==> src/rtl/rf_wb_pkg.sv <==
// Shared definitions for the register-file writeback arbiter.
//   XLEN          - datapath width of writeback data
//   REG_ADDR_W    - register index width (index 0 is the hard-wired zero reg)
//   MAX_WAIT_DEF  - default number of cycles EXE may be denied before force-grant
//   arb_state_e   - arbiter priority state
//   wb_req_t      - destination/data pair carried by a writeback request
package rf_wb_pkg;

  localparam int unsigned XLEN         = 32;
  localparam int unsigned REG_ADDR_W   = 5;
  localparam int unsigned MAX_WAIT_DEF = 3;

  typedef enum logic {
    PRI_LSU   = 1'b0,
    FORCE_EXE = 1'b1
  } arb_state_e;

  typedef struct packed {
    logic [REG_ADDR_W-1:0] rd;
    logic [XLEN-1:0]       data;
  } wb_req_t;

endpackage

==> src/rtl/rf_wb_arb.sv <==
// Register-file writeback arbiter between the ALU (EXE) and load return (LSU).
// LSU wins contention by default; EXE is force-granted after MAX_WAIT
// consecutive denied cycles. Requests with rd=0 are accepted immediately and
// produce no write. The granted write appears on wb_rd_o/wb_data_o one cycle
// after the handshake; wb_rd_o=0 means no write.
//
// Parameters:
//   MAX_WAIT        - denied cycles before EXE is force-granted (1..15)
// Ports:
//   clk, rst_n      - rising-edge clock, asynchronous active-low reset
//   exe_valid/rd/data, exe_ready - ALU writeback request handshake
//   lsu_valid/rd/data, lsu_ready - load-return writeback request handshake
//   wb_rd_o, wb_data_o           - registered register-file write port
//   conflict_cnt_o               - saturating count of contended cycles
// Build option:
//   WB_ARB_PERF_EN  - when defined, conflict_cnt_o is a live counter;
//                     otherwise it is tied to zero with no flops.
module rf_wb_arb
  import rf_wb_pkg::*;
#(
  parameter int unsigned MAX_WAIT = MAX_WAIT_DEF
) (
  input  logic                  clk,
  input  logic                  rst_n,

  input  logic                  exe_valid,
  input  logic [REG_ADDR_W-1:0] exe_rd,
  input  logic [XLEN-1:0]       exe_data,
  output logic                  exe_ready,

  input  logic                  lsu_valid,
  input  logic [REG_ADDR_W-1:0] lsu_rd,
  input  logic [XLEN-1:0]       lsu_data,
  output logic                  lsu_ready,

  output logic [REG_ADDR_W-1:0] wb_rd_o,
  output logic [XLEN-1:0]       wb_data_o,
  output logic [XLEN-1:0]       conflict_cnt_o
);

  localparam logic [3:0] WAIT_LIMIT = 4'(MAX_WAIT);

  arb_state_e            state_q, state_d;
  logic [3:0]            wait_q, wait_d;
  logic                  exe_nz, lsu_nz;
  logic                  exe_grant, lsu_grant;
  wb_req_t               wb_d;

  // A request "contends" only if it would actually write a register.
  assign exe_nz = exe_valid && (exe_rd != '0);
  assign lsu_nz = lsu_valid && (lsu_rd != '0);

  // ---------------------------------------------------------------------------
  // State register
  // ---------------------------------------------------------------------------
  always_ff @(posedge clk or negedge rst_n) begin
    if (!rst_n) begin
      state_q <= PRI_LSU;
    end else begin
      state_q <= state_d;
    end
  end

  // ---------------------------------------------------------------------------
  // Next-state logic
  // ---------------------------------------------------------------------------
  always_comb begin
    state_d = state_q;
    unique case (state_q)
      PRI_LSU: begin
        if (wait_d == WAIT_LIMIT) state_d = FORCE_EXE;
      end
      FORCE_EXE: begin
        if ((exe_grant && exe_nz) || !exe_valid) state_d = PRI_LSU;
      end
      default: state_d = PRI_LSU;
    endcase
  end

  // ---------------------------------------------------------------------------
  // Output logic: grants and the write to be registered
  // ---------------------------------------------------------------------------
  // Grants are computed without reset so that rst_n only reaches the ready
  // ports combinationally and never a flop D input; during reset all flops
  // are held, so the ungated grants have no effect there.
  always_comb begin
    exe_grant = 1'b0;
    lsu_grant = 1'b0;
    wb_d      = '0;
    exe_grant = exe_valid && (!exe_nz || !lsu_nz || (state_q == FORCE_EXE));
    lsu_grant = lsu_valid && (!lsu_nz || !exe_nz || (state_q == PRI_LSU));
    // At most one nonzero-rd grant per cycle by construction.
    if (exe_grant && exe_nz) begin
      wb_d.rd   = exe_rd;
      wb_d.data = exe_data;
    end else if (lsu_grant && lsu_nz) begin
      wb_d.rd   = lsu_rd;
      wb_d.data = lsu_data;
    end
  end

  assign exe_ready = rst_n && exe_grant;
  assign lsu_ready = rst_n && lsu_grant;

  // ---------------------------------------------------------------------------
  // EXE starvation counter
  // ---------------------------------------------------------------------------
  always_comb begin
    wait_d = '0;
    if (exe_nz && !exe_grant) begin
      wait_d = (wait_q == 4'hF) ? wait_q : wait_q + 4'd1;
    end
  end

  always_ff @(posedge clk or negedge rst_n) begin
    if (!rst_n) begin
      wait_q <= '0;
    end else begin
      wait_q <= wait_d;
    end
  end

  // ---------------------------------------------------------------------------
  // Registered writeback port
  // ---------------------------------------------------------------------------
  always_ff @(posedge clk or negedge rst_n) begin
    if (!rst_n) begin
      wb_rd_o   <= '0;
      wb_data_o <= '0;
    end else begin
      wb_rd_o   <= wb_d.rd;
      wb_data_o <= wb_d.data;
    end
  end

  // ---------------------------------------------------------------------------
  // Contention counter
  // ---------------------------------------------------------------------------
`ifdef WB_ARB_PERF_EN
  logic [XLEN-1:0] conflict_q;

  always_ff @(posedge clk or negedge rst_n) begin
    if (!rst_n) begin
      conflict_q <= '0;
    end else if (exe_nz && lsu_nz && (conflict_q != '1)) begin
      conflict_q <= conflict_q + XLEN'(1);
    end
  end

  assign conflict_cnt_o = conflict_q;
`else
  assign conflict_cnt_o = '0;
`endif

endmodule

==> config.mk <==
export PLATFORM = sky130hd
export DESIGN_NAME = rf_wb_arb
export DESIGN_NICKNAME = d
export VERILOG_FILES = /design/src/rtl/rf_wb_pkg.sv /design/src/rtl/rf_wb_arb.sv
export SDC_FILE = /design/constraint.sdc
export NUM_CORES = 1
export LEC_CHECK = 0
export BUFFER_PORTS_ARGS = -buffer_cell sky130_fd_sc_hd__buf_4
export CAP_MARGIN = 20
export CORE_UTILIZATION = 40
export CTS_CLUSTER_DIAMETER = 60
export DETAILED_ROUTE_END_ITERATION = 12
export GPL_ROUTABILITY_DRIVEN = 0
export HOLD_SLACK_MARGIN = 0.05
export PLACE_DENSITY = 0.8
export SLEW_MARGIN = 30
export SYNTH_ARGS = -nofsm -noshare
export SYNTH_HDL_FRONTEND = slang
export SYNTH_SLANG_ARGS = --single-unit
==> constraint.sdc <==
create_clock -name clk -period 1.7 [get_ports clk]
set_input_delay 0.255 -clock clk [delete_from_list [all_inputs] [get_ports clk]]
set_output_delay 0.255 -clock clk [all_outputs]
set_load 0.05 [all_outputs]
==> impl_results.rst <==
.. list-table::
   :header-rows: 1

   * - Metric
     - Value
   * - Final-layout worst hold slack
     - 0.1804 ns
   * - First-pass GRT wire length
     - 6.955 mm
   * - GR Overflow Total
     - 0
   * - Length in cells of the worst reg-to-reg path
     - 5
   * - Maximum number of pins on one net before global-route repair
     - 31
   * - Proportion of layout cells with a drive suffix above 1
     - 0.5213
   * - Fraction of synthesized cell area in xor and xnor cells
     - 0.008963
   * - Clock tree from TritonCTS
     - done
   * - Unrepaired setup endpoints after global routing
     - yes
   * - Status
     - finished, violations left
   * - Data arrival time of the worst path
     - between 1.5 and 2 ns
   * - Number of max-slew violations in the final report
     - 0
   * - Worst min-delay path category
     - in2reg
   * - Core region area
     - about 4700 um^2
   * - Drt drc
     - 0
   * - Average cell area after synthesis
     - 12.69 um^2
   * - Final Critical Period
     - approximately 1.8 ns
   * - Power density relative to cell area
     - 935.1 nW/um^2
   * - Synthesis-to-finish area growth
     - 52.43%
   * - Beginning of the worst register-to-register path
     - wait_q[0]$_DFF_PN0_
   * - Failing checks
     - setup timing
   * - Number of register bits inferred by synthesis
     - 42
   * - Final net count
     - 361
   * - Final instance area
     - 2979 um^2
   * - Endpoint of the worst hold path
     - wb_data_o[5]$_DFF_PN0_
   * - Post-synth design cell area
     - 1954 um^2
   * - Starting density of the core
     - 0.4138
   * - Most instantiated cells after synthesis
     - sky130_fd_sc_hd__dfrtp_1, sky130_fd_sc_hd__a22o_1, sky130_fd_sc_hd__buf_4
   * - Synth cell types
     - 30
   * - Fraction of synthesized cell area taken by the top area cell type
     - 0.5378
   * - Initial DRT Pass Iterations
     - 6
   * - Final worst setup slack
     - -0.06640 ns
   * - Most common cell in the synthesized netlist
     - sky130_fd_sc_hd__dfrtp_1
   * - Main combinational cell family by area after synthesis
     - compound AO/OA/AOI/OAI gates
   * - Clock tree sinks
     - 42
   * - CP endpoint kind
     - output port
   * - Crit start category
     - primary input
   * - Floorplan die height
     - 71.90 um
   * - Initial antenna violation count
     - 0
   * - Clk slew on worst S/H paths
     - 0.07 ns
   * - Crit path max fanout
     - 3
   * - Share of the synthesized area in compound gates (AO/OA/AOI/OAI)
     - 0.2087
   * - Total detailed-routing wirelength
     - about 4.7 mm
   * - Fraction of synthesized area in multiplexers
     - 0.005122
   * - Final clock period utilization by the worst path
     - 1.039
   * - Global routing usage summed across all routing layers
     - 0.1762
   * - Total negative setup slack
     - -0.1071 ns
   * - Worst-case clock buffer depth
     - 2
   * - DR iter-0 viols
     - 41
   * - Yosys Warn Count
     - 0
   * - N_diodes
     - 0
   * - Clock skew after layout
     - 0.003793 ns
   * - Die area
     - 5170 um^2
   * - Clock Root Buffer
     - sky130_fd_sc_hd__clkbuf_8
   * - Clock Latency Late Sink
     - about 0.28 ns
   * - EDFF count, synth
     - 0
   * - Fin. Hold Viols
     - 0
   * - Category of the critical setup timing path
     - in2out
   * - Maximum VDD drop
     - 0.4721 mV
   * - Placed Area
     - 2798 um^2
   * - Simple logic cell fraction of the synthesized area
     - 0.06210
   * - Max Cap Violations
     - 0
   * - Via count of the routed design
     - between 1,500 and 2,000
   * - Worst min-delay path startpoint
     - lsu_data[5]
   * - Via count of the first global-routing pass
     - 1,470
   * - Gate count after technology mapping
     - 154
   * - Average wire length per cell after detail routing
     - 13.44 um
   * - Worst reg2reg setup slack
     - 0.16 ns
   * - Remaining antenna violation count after routing
     - 0
   * - Async set or reset register ratio after synthesis
     - 1.000
   * - I/O pin count
     - about 150
   * - Final Setup Violations
     - 2
   * - Proportion of synthesized chip area in sequential cells
     - 0.5378
   * - Number of clock buffers inserted by TritonCTS
     - 5
   * - Crit path required time
     - 1.44 ns
   * - Leakage
     - 1.578 nW
   * - Adder-Cell Fraction of Synth Area
     - 0.006402
   * - Most instantiated flip-flop cell in the synthesis netlist
     - sky130_fd_sc_hd__dfrtp_1
   * - Leading area contributor after synthesis
     - sky130_fd_sc_hd__dfrtp_1
   * - Post-DP HPWL
     - 3.550 mm
   * - Capturing point of the worst reg2reg path
     - state_q$_DFF_PN0_
   * - Routed via count divided by cell count
     - 4.656
   * - Die Span X
     - ~72 um
   * - Total of buffers placed on input and output ports
     - 116
   * - Worst Hold Depth
     - 2
   * - Row count
     - 25
   * - Timing-limited maximum frequency
     - 0.5661 GHz
   * - Htree depth
     - 2
   * - Largest cells by area after synthesis
     - sky130_fd_sc_hd__dfrtp_1, sky130_fd_sc_hd__a22o_1, sky130_fd_sc_hd__buf_4, sky130_fd_sc_hd__buf_6, sky130_fd_sc_hd__buf_8
-- logic make-up (layout without fill, tap and decap cells) --
| kind of cell | after synthesis | in the layout |
|---|---|---|
| compound gates | 46 | 46 |
| other cells | 1 | 32 |
| xor+xnor | 2 | 2 |
| flops | 42 | 42 |
| mux | 1 | 1 |
| fa+ha+maj | 1 | 1 |
| simple gates | 22 | 22 |
| buf+inv | 39 | 136 |
-- worst max path at each step --
stage                    from                 endpoint  slack [ns]  cells past startpoint
detailed placement  exe_rd[0]  wb_data_o[13]$_DFF_PN0_       -0.15                      6
CTS                 exe_rd[4]                exe_ready       -0.07                      6
global placement    exe_rd[0]  wb_data_o[24]$_DFF_PN0_       -0.13                      6
global route        exe_rd[4]                exe_ready       -0.10                      6
finish              exe_rd[4]                exe_ready       -0.07                      6
floorplan           lsu_rd[1]                lsu_ready        0.02                      3
-- power by group --
group | internal [W] | switching, W
sequential | 0.00107 | 0.0000248
combinational | 0.000317 | 0.000591
clock | 0.000469 | 0.000310
-- through the flow --
step	setup WS [ns]	util	total power (W)	cells
final	-0.06640	0.6307	0.002786	349
after global routing	-0.1008	0.6307	0.002898	349
after CTS	-0.06908	0.6302	0.002812	349
after detailed placement	-0.1501	0.5923	0.002013	338
after global placement	-0.1267	0.5923	0.002002	338
after floorplan	0.01773	-	0.001747	185
-- sequential cells by signal (all words and copies together) (netlist names) --
register	count
wb_data_o	32
wb_rd_o	5
wait_q	4
state_q	1
-- area by class of cell --
class,instances,area (um^2)
timing repair buffer,129,1026
clock buffer,6,82.58
clock inverter,1,30.03
multi-input combinational,104,705.7
fill,406,1744
tap,67,83.83
sequential,42,1051
-- repair_timing --
| item | CTS | global route |
|---|---|---|
| endpoints found under the hold margin | 12 | 0 |
| pin swaps | 6 | 1 |
| buffers inserted | 3 | 0 |
| setup endpoints to repair | 2 | 3 |
| resized for setup | 9 | 2 |
| hold buffers | 1 | 0 |
-- critical path: stages --
cell and delay (ns):
sky130_fd_sc_hd__buf_6 0.09, sky130_fd_sc_hd__or4_4 0.56, sky130_fd_sc_hd__o21ai_2 0.15, sky130_fd_sc_hd__or3_4 0.14, sky130_fd_sc_hd__and3_4 0.17, sky130_fd_sc_hd__buf_8 0.14
-- layer usage --
layer,GRT usage,part of all wire,wire (um),vias up
li1,-,-,-,751
met1,0.1965,0.37,1751,757
met2,0.3197,0.52,2421,109
met3,0.05000,0.093,436,8
met4,0.06536,0.017,80,0
met5,0,0,0,-
-- layout by cell type, fill, tap and decap left out, types with 3 or more instances in the layout --
cell type                    n
sky130_fd_sc_hd__a22o_1     35
sky130_fd_sc_hd__conb_1     32
sky130_fd_sc_hd__dfrtp_1    42
sky130_fd_sc_hd__nand3_1     3
sky130_fd_sc_hd__buf_6       6
sky130_fd_sc_hd__buf_4     119
sky130_fd_sc_hd__nor2_1      8
sky130_fd_sc_hd__clkbuf_8    6
Note: power is estimated with default switching activity, not from simulation.
